==> config.mk <==
export PLATFORM = sky130hd
export DESIGN_NAME = one_bit_alu
export DESIGN_NICKNAME = d
export VERILOG_FILES = /design/src/rtl/alu_pkg.sv /design/src/rtl/full_adder.sv /design/src/rtl/one_bit_alu.sv
export SDC_FILE = /design/constraint.sdc
export NUM_CORES = 1
export LEC_CHECK = 0
export ABC_AREA = 1
export CORE_AREA = 8 8 45 47
export CTS_CLUSTER_SIZE = 16
export DETAILED_ROUTE_END_ITERATION = 10
export DIE_AREA = 0 0 53 55
export GPL_TIMING_DRIVEN = 0
export SYNTH_ARGS = -nofsm -noshare
export SYNTH_HDL_FRONTEND = slang
export SYNTH_SLANG_ARGS = --single-unit
==> constraint.sdc <==
create_clock -name clk -period 3.4 [get_ports clk]
set_input_delay 0.51 -clock clk [delete_from_list [all_inputs] [get_ports clk]]
set_output_delay 0.51 -clock clk [all_outputs]
set_load 0.02 [all_outputs]
==> src/rtl/alu_pkg.sv <==
// Opcode encodings shared by the ALU slices and the control unit.
package alu_pkg;

  typedef logic [2:0] alu_op_t;

  localparam alu_op_t ALU_AND = 3'b000;
  localparam alu_op_t ALU_OR  = 3'b001;
  localparam alu_op_t ALU_ADD = 3'b010;
  localparam alu_op_t ALU_SUB = 3'b110;
  localparam alu_op_t ALU_SLT = 3'b111;
  localparam alu_op_t ALU_NOR = 3'b101;

endpackage

==> src/rtl/full_adder.sv <==
// One-bit full adder used by each ALU slice.
module full_adder (
  input  logic a,
  input  logic b,
  input  logic cin,
  output logic sum,
  output logic cout
);

  assign sum  = a ^ b ^ cin;
  assign cout = (a & b) | (a & cin) | (b & cin);

endmodule

==> src/rtl/one_bit_alu.sv <==
// Single-bit ALU slice: combinational result/carry/flags plus registered result and carry.
module one_bit_alu
  import alu_pkg::*;
(
  input  logic    clk,
  input  logic    rst,
  output logic    ri,
  output logic    ci_1,
  input  logic    ai,
  input  logic    bi,
  input  logic    ci,
  input  alu_op_t aluOp,
  input  logic    lessi,
  output logic    set,
  output logic    ovf,
  output logic    ri_q,
  output logic    ci_1_q
);

  logic b_mux;

  // aluOp[2] selects the inverted operand for SUB/SLT (and NOR, whose result ignores it).
  assign b_mux = bi ^ aluOp[2];

  full_adder u_full_adder (
    .a    (ai),
    .b    (b_mux),
    .cin  (ci),
    .sum  (set),
    .cout (ci_1)
  );

  assign ovf = ci ^ ci_1;

  always_comb begin
    ri = 1'b0;
    case (aluOp)
      ALU_AND: ri = ai & bi;
      ALU_OR:  ri = ai | bi;
      ALU_ADD: ri = set;
      ALU_SUB: ri = set;
      ALU_SLT: ri = lessi;
      ALU_NOR: ri = ~(ai | bi);
      default: ri = 1'b0;
    endcase
  end

  always_ff @(posedge clk or posedge rst) begin
    if (rst) begin
      ri_q   <= 1'b0;
      ci_1_q <= 1'b0;
    end else begin
      ri_q   <= ri;
      ci_1_q <= ci_1;
    end
  end

endmodule

==> summary.md <==
| Metric | Value |
|---|---|
| Vias in the first global route | `178` |
| Post-Syn Area | `between 150 and 200 µm²` |
| Commonest non-fill, non-tap cell in the layout | `clkdlybuf4s50_1` |
| Most frequent cells in the layout | `clkdlybuf4s50_1 (14), inv_1 (7), nand2_1 (7)` |
| CTS sink count | `2` |
| Synthesized Nets | `33` |
| Final hold violation count | `0` |
| #FFs+latches synth | `2` |
| Register area | `between 50 and 60 µm²` |
| DRT Wirelength | `470 µm` |
| Clock buffer depth | `2` |
| MaxCap Viol Count | `0` |
| N_diodes | `0` |
| P_leak | `0.166 nW` |
| Final Util | `24.9%` |
| Hold-fix buffers, CTS | `0` |
| Gpl congestion | `between 0.6 and 0.7` |
| Overall die width | `roughly 53 µm` |
| Peak supply drop | `~0.048 mV` |
| CP Class | `input pin to output pin` |
| Placed cell count | `53` |
| Hold/Removal Path Class | `input pin to asynchronous set/reset pin` |
| Maximum operating frequency | `334 MHz` |
| Die area | `between 2000 and 3000 µm²` |
| H-tree depth | `1` |
| Post-Layout Cell Count | `56` |
| Vias/cell | `3.50` |
| CP max FO | `4` |
| # Post-CTS Setup Buffers | `0` |
| Synth Area per Inst | `about 7 µm²` |
| ANT nets after route | `0` |
| Crit. Startpoint | `aluOp[2]` |
| Initial antenna violation count | `0` |
| Fill cells | `165` |
| Via Count | `approximately 200` |
| Setup TNS | `0 ns` |
| DRT iter0 DRCs | `4` |
| Count of final setup violators | `0` |
| Row Count | `14` |
| Crit end category | `output pin` |
| Port Buffers | `14` |
| Synth cell types | `9` |
| Sequential fraction of the synthesis area | `between 30 and 40%` |
| Max Slew Vio Count | `0` |
| Clock transition at path regs | `0.03 ns` |
| Post-Synth Simple-Gate Area | `18.6%` |
| CORE AREA | `1380 µm²` |
| Post-Synth XOR/XNOR Area | `10.9%` |
| Multi-input gate area | `85.1 µm²` |
| Largest net degree at the start of global routing | `5` |
| Syn Inst Count | `23` |
| Post-synthesis compound-gate area fraction | `10.9%` |
| Pwr dens | `395 nW/µm²` |
| CTS buffer count | `3` |
| Post-synthesis mux area share | `0%` |
| Status | `finished, final reports clean` |
| Initial core utilization | `11.7%` |
| Max-slew headroom | `85.2%` |
| Grt total ovfl | `0` |
| Residual DRC | `0` |
| I/O pins | `15` |
| Post-cts gate resize count | `0` |
| # nets final | `52` |
| Worst Tran Pin Value | `0.221 ns` |
| RSZ-0062 raised after global routing | `no` |
| Fraction of layout cells with a size suffix above 1 | `7.50%` |
| WP data arrival | `2.48 ns` |
| Adder and majority gate portion of the synthesized area | `12.4%` |
| TritonCTS clock tree | `built` |
| Tcrit/Tclk final | `88.1%` |
| Req. time, crit path | `2.89 ns` |
| First-pass GRT wire length | `roughly 690 µm` |
| Die height | `55 µm` |
| Area growth syn-to-layout | `113%` |
| CP startpoint kind | `input pin` |
| Last element of the critical path | `ri` |
| Largest family of logic cells by synthesized area | `simple AND/OR/NAND/NOR gates` |
| Root Buffer | `clkbuf_4` |
| First-pass detailed-route iteration total | `4` |
| Yosys Warn Count | `0` |
| Final Critical Period | `2.99 ns` |
| Gr usage total | `3.61%` |
| DR WL/cell | `8.39 µm` |
[metrics by stage]
stage / instance area, µm² / hold slack, ns / power (mW) / setup WS (ns)
2_1_floorplan: 161 / 0.251 / 0.0530 / 1.34
3_3_place_gp: 322 / 0.673 / 0.0849 / 0.392
3_5_place_dp: 322 / 0.673 / 0.0851 / 0.379
4_1_cts: 344 / 0.443 / 0.140 / 0.379
5_1_grt: 344 / 0.470 / 0.143 / 0.316
6_report: 344 / 0.450 / 0.136 / 0.405
[worst max-delay path, cell delays in order]
cell and delay [ns]:
clkdlybuf4s50_1 0.53, xnor2_1 0.15, fa_1 0.43, inv_1 0.08
o211ai_1 0.08, nand2_1 0.10, clkdlybuf4s50_1 0.61
[state kept, by name, indices dropped and copies added (netlist names)]
register  flops
ri_q          1
ci_1_q        1
[layer usage]
metal  global-route usage [%]  vias to the layer above  wire (µm)
li1                         -                      101          -
met1                     2.43                       88        153
met2                     5.47                        7        271
met3                     1.87                        0         45
met4                     6.47                        0          0
met5                        0                        -          0
[area by class of cell]
type,instances,share of cell area (%)
Tap cell,16,5.82
Inverter,7,7.64
Clock buffer,3,6.55
Sequential cell,2,14.5
Multi-Input combinational cell,14,24.7
Timing Repair Buffer,14,40.7
[logic make-up after synthesis]
logic type	after synthesis
buffers and inverters	7
adders and majority gates	1
DFF	2
AOI/OAI and AO/OA	3
xor gates and xnor gates	2
and+or+nand+nor	8
[cells in the mapped netlist]
| cell | n | area share (%) |
|---|---|---|
| inv_1 | 7 | 16 |
| nand2_1 | 7 | 16 |
| nor2_1 | 1 | 2.3 |
| a21oi_1 | 1 | 3.1 |
| o21ai_0 | 1 | 3.1 |
| xnor2_1 | 2 | 11 |
| o211ai_1 | 1 | 4.7 |
| fa_1 | 1 | 12 |
| dfrtp_1 | 2 | 31 |
[where the power goes]
part	total (mW)	leakage, nW	switching, mW	internal (mW)
logic	0.0569	0.128	0.0270	0.0299
registers	0.0270	0.0241	0.000517	0.0265
clock network	0.0519	0.0138	0.0130	0.0389
[worst min-delay path by stage]
stage	start	end	slack, ns	depth (start not counted)
2_1_floorplan	rst	ci_1_q$_DFF_PP0_	0.25	1
3_3_place_gp	rst	ri_q$_DFF_PP0_	0.67	2
3_5_place_dp	rst	ci_1_q$_DFF_PP0_	0.67	2
4_1_cts	rst	ri_q$_DFF_PP0_	0.44	2
5_1_grt	rst	ri_q$_DFF_PP0_	0.47	2
6_report	rst	ci_1_q$_DFF_PP0_	0.45	2
Note: power is estimated with default switching activity, not from simulation.
==> RTL edit: new RTL, same settings <==
Register the inputs `ai`, `bi`, `ci`, `aluOp` and `lessi` before use. The logic sees them one clock later.
--- a/src/rtl/one_bit_alu.sv
+++ b/src/rtl/one_bit_alu.sv
@@ -18,28 +18,42 @@
 );
 
+  logic ai_q;
+  logic bi_q;
+  logic ci_q;
+  alu_op_t aluOp_q;
+  logic lessi_q;
+
+  always_ff @(posedge clk) begin
+    ai_q    <= ai;
+    bi_q    <= bi;
+    ci_q    <= ci;
+    aluOp_q <= aluOp;
+    lessi_q <= lessi;
+  end
+
   logic b_mux;
 
   // aluOp[2] selects the inverted operand for SUB/SLT (and NOR, whose result ignores it).
-  assign b_mux = bi ^ aluOp[2];
+  assign b_mux = bi_q ^ aluOp_q[2];
 
   full_adder u_full_adder (
-    .a    (ai),
+    .a    (ai_q),
     .b    (b_mux),
-    .cin  (ci),
+    .cin  (ci_q),
     .sum  (set),
     .cout (ci_1)
   );
 
-  assign ovf = ci ^ ci_1;
+  assign ovf = ci_q ^ ci_1;
 
   always_comb begin
     ri = 1'b0;
-    case (aluOp)
-      ALU_AND: ri = ai & bi;
-      ALU_OR:  ri = ai | bi;
+    case (aluOp_q)
+      ALU_AND: ri = ai_q & bi_q;
+      ALU_OR:  ri = ai_q | bi_q;
       ALU_ADD: ri = set;
       ALU_SUB: ri = set;
-      ALU_SLT: ri = lessi;
-      ALU_NOR: ri = ~(ai | bi);
+      ALU_SLT: ri = lessi_q;
+      ALU_NOR: ri = ~(ai_q | bi_q);
       default: ri = 1'b0;
     endcase
Check against the original RTL: not equivalent (a bounded check fails within 4 cycles, from zero or initial values and one cycle with rst high).
==> RTL edit against the unedited design <==
  * Worst hold slack lost 0.048 ns
  * Sequential cell count grew 7
  * Setup slack gained 0.41 ns
  * Global-route usage grew 1.1 points
  * Core utilization grew 10 points
  * Synthesized area grew 87%
  * Largest power group is now registers
  * Critical path depth shrank 1
  * Highest routed layer is now met4
  * Total power grew 86%
  * Critical path type is now flop to output port
  * First-iteration DRC count shrank 100%
  * Synthesized cell count grew 30%
  * Routed wire length grew 23%
  * Design area grew 42%
==> RTL edit: results (changes against the unedited design) <==
| Metric | Value |
|---|---|
| Cts repair resizes | `0 (unchanged)` |
| RePlAce Congestion | `0.680 (+7.2%)` |
| Top post-synthesis cells by count | `7 x dfxtp_1, 7 x inv_1, 7 x nand2_1` |
| Synth Area in XOR/XNOR | `5.81% (-5.0 points)` |
| Dpl cells | `60 (+13%)` |
| Leakage | `0.226 nW (+36%)` |
| Syn avg cell area | `10.1 sq um (+43%)` |
| Crit path from | `aluOp_q[2]$_DFF_P_` |
| Peak VDD IR | `0.218 mV (+360%)` |
| First-pass GRT wire length | `952 um (+38%)` |
| Top_reg_cell synth | `dfxtp_1` |
| Status | `finished, final reports clean` |
| Synthesized-area fraction occupied by adder cells | `6.64% (-5.8 points)` |
| Hold crit path type | `input port to async pin` |
| Layout cells sized above 1 | `6.25% (-1.2 points)` |
| Clk slew on worst S/H paths | `0.06 ns (+0.03 ns)` |
| 1st-iter DRT viols | `0 (-4)` |
| Met1 usage | `4.46% (+2.0 points)` |
| Total GRT Usage | `4.72% (+1.1 points)` |
| Fin cells | `64 (+14%)` |
| Rel. slew slack | `85.4% (+0.21 points)` |
| Syn Nets | `40 (+21%)` |
| Leading post-synthesis cells by cell area | `dfxtp_1 46%, dfrtp_1 17%, inv_1 8.7%` |
| Yosys cell types | `10 (+1)` |
| Fillers | `154 (-6.7%)` |
| Compound-cell area share of the yosys netlist | `5.81% (-5.0 points)` |
| Asr flop ratio synth | `22.2% (-78 points)` |
| Sequential share of the synthesized area | `63.1% (+32 points)` |
| M3 GR Usage | `3.48% (+1.6 points)` |
-- RTL edit: report_power, final --
group	switching (mW)	internal (mW)	total [mW]
Clock	0.0365	0.0452	0.0817
Sequential	0.00397	0.113	0.117
Combinational	0.0244	0.0297	0.0540
-- RTL edit: layout make-up --
class / count / area (sq um) / share of cell area (%)
clock buffers: 4 / 26.3 / 5.38
inverters: 7 / 26.3 / 5.38
multi-input cells: 14 / 85.1 / 17.4
flip-flops and latches: 9 / 190 / 39.0
well taps: 16 / 20.0 / 4.10
repair buffers: 14 / 140 / 28.7
-- RTL edit: per-stage QoR --
step	setup WS, ns	instance area, sq um	hold slack, ns	util (%)
global placement	1.08	462	0.507	33.4
CTS	0.774	488	0.401	35.3
floorplan	1.52	302	0.251	-
global route	0.633	488	0.412	35.3
detailed placement	1.06	462	0.510	33.4
finish	0.812	488	0.402	35.3
-- RTL edit: metal layers --
metal,routed length [um],part of all wire [%]
met5,0,0
met4,20,3.5
met3,75,13
met2,239,41
met1,242,42
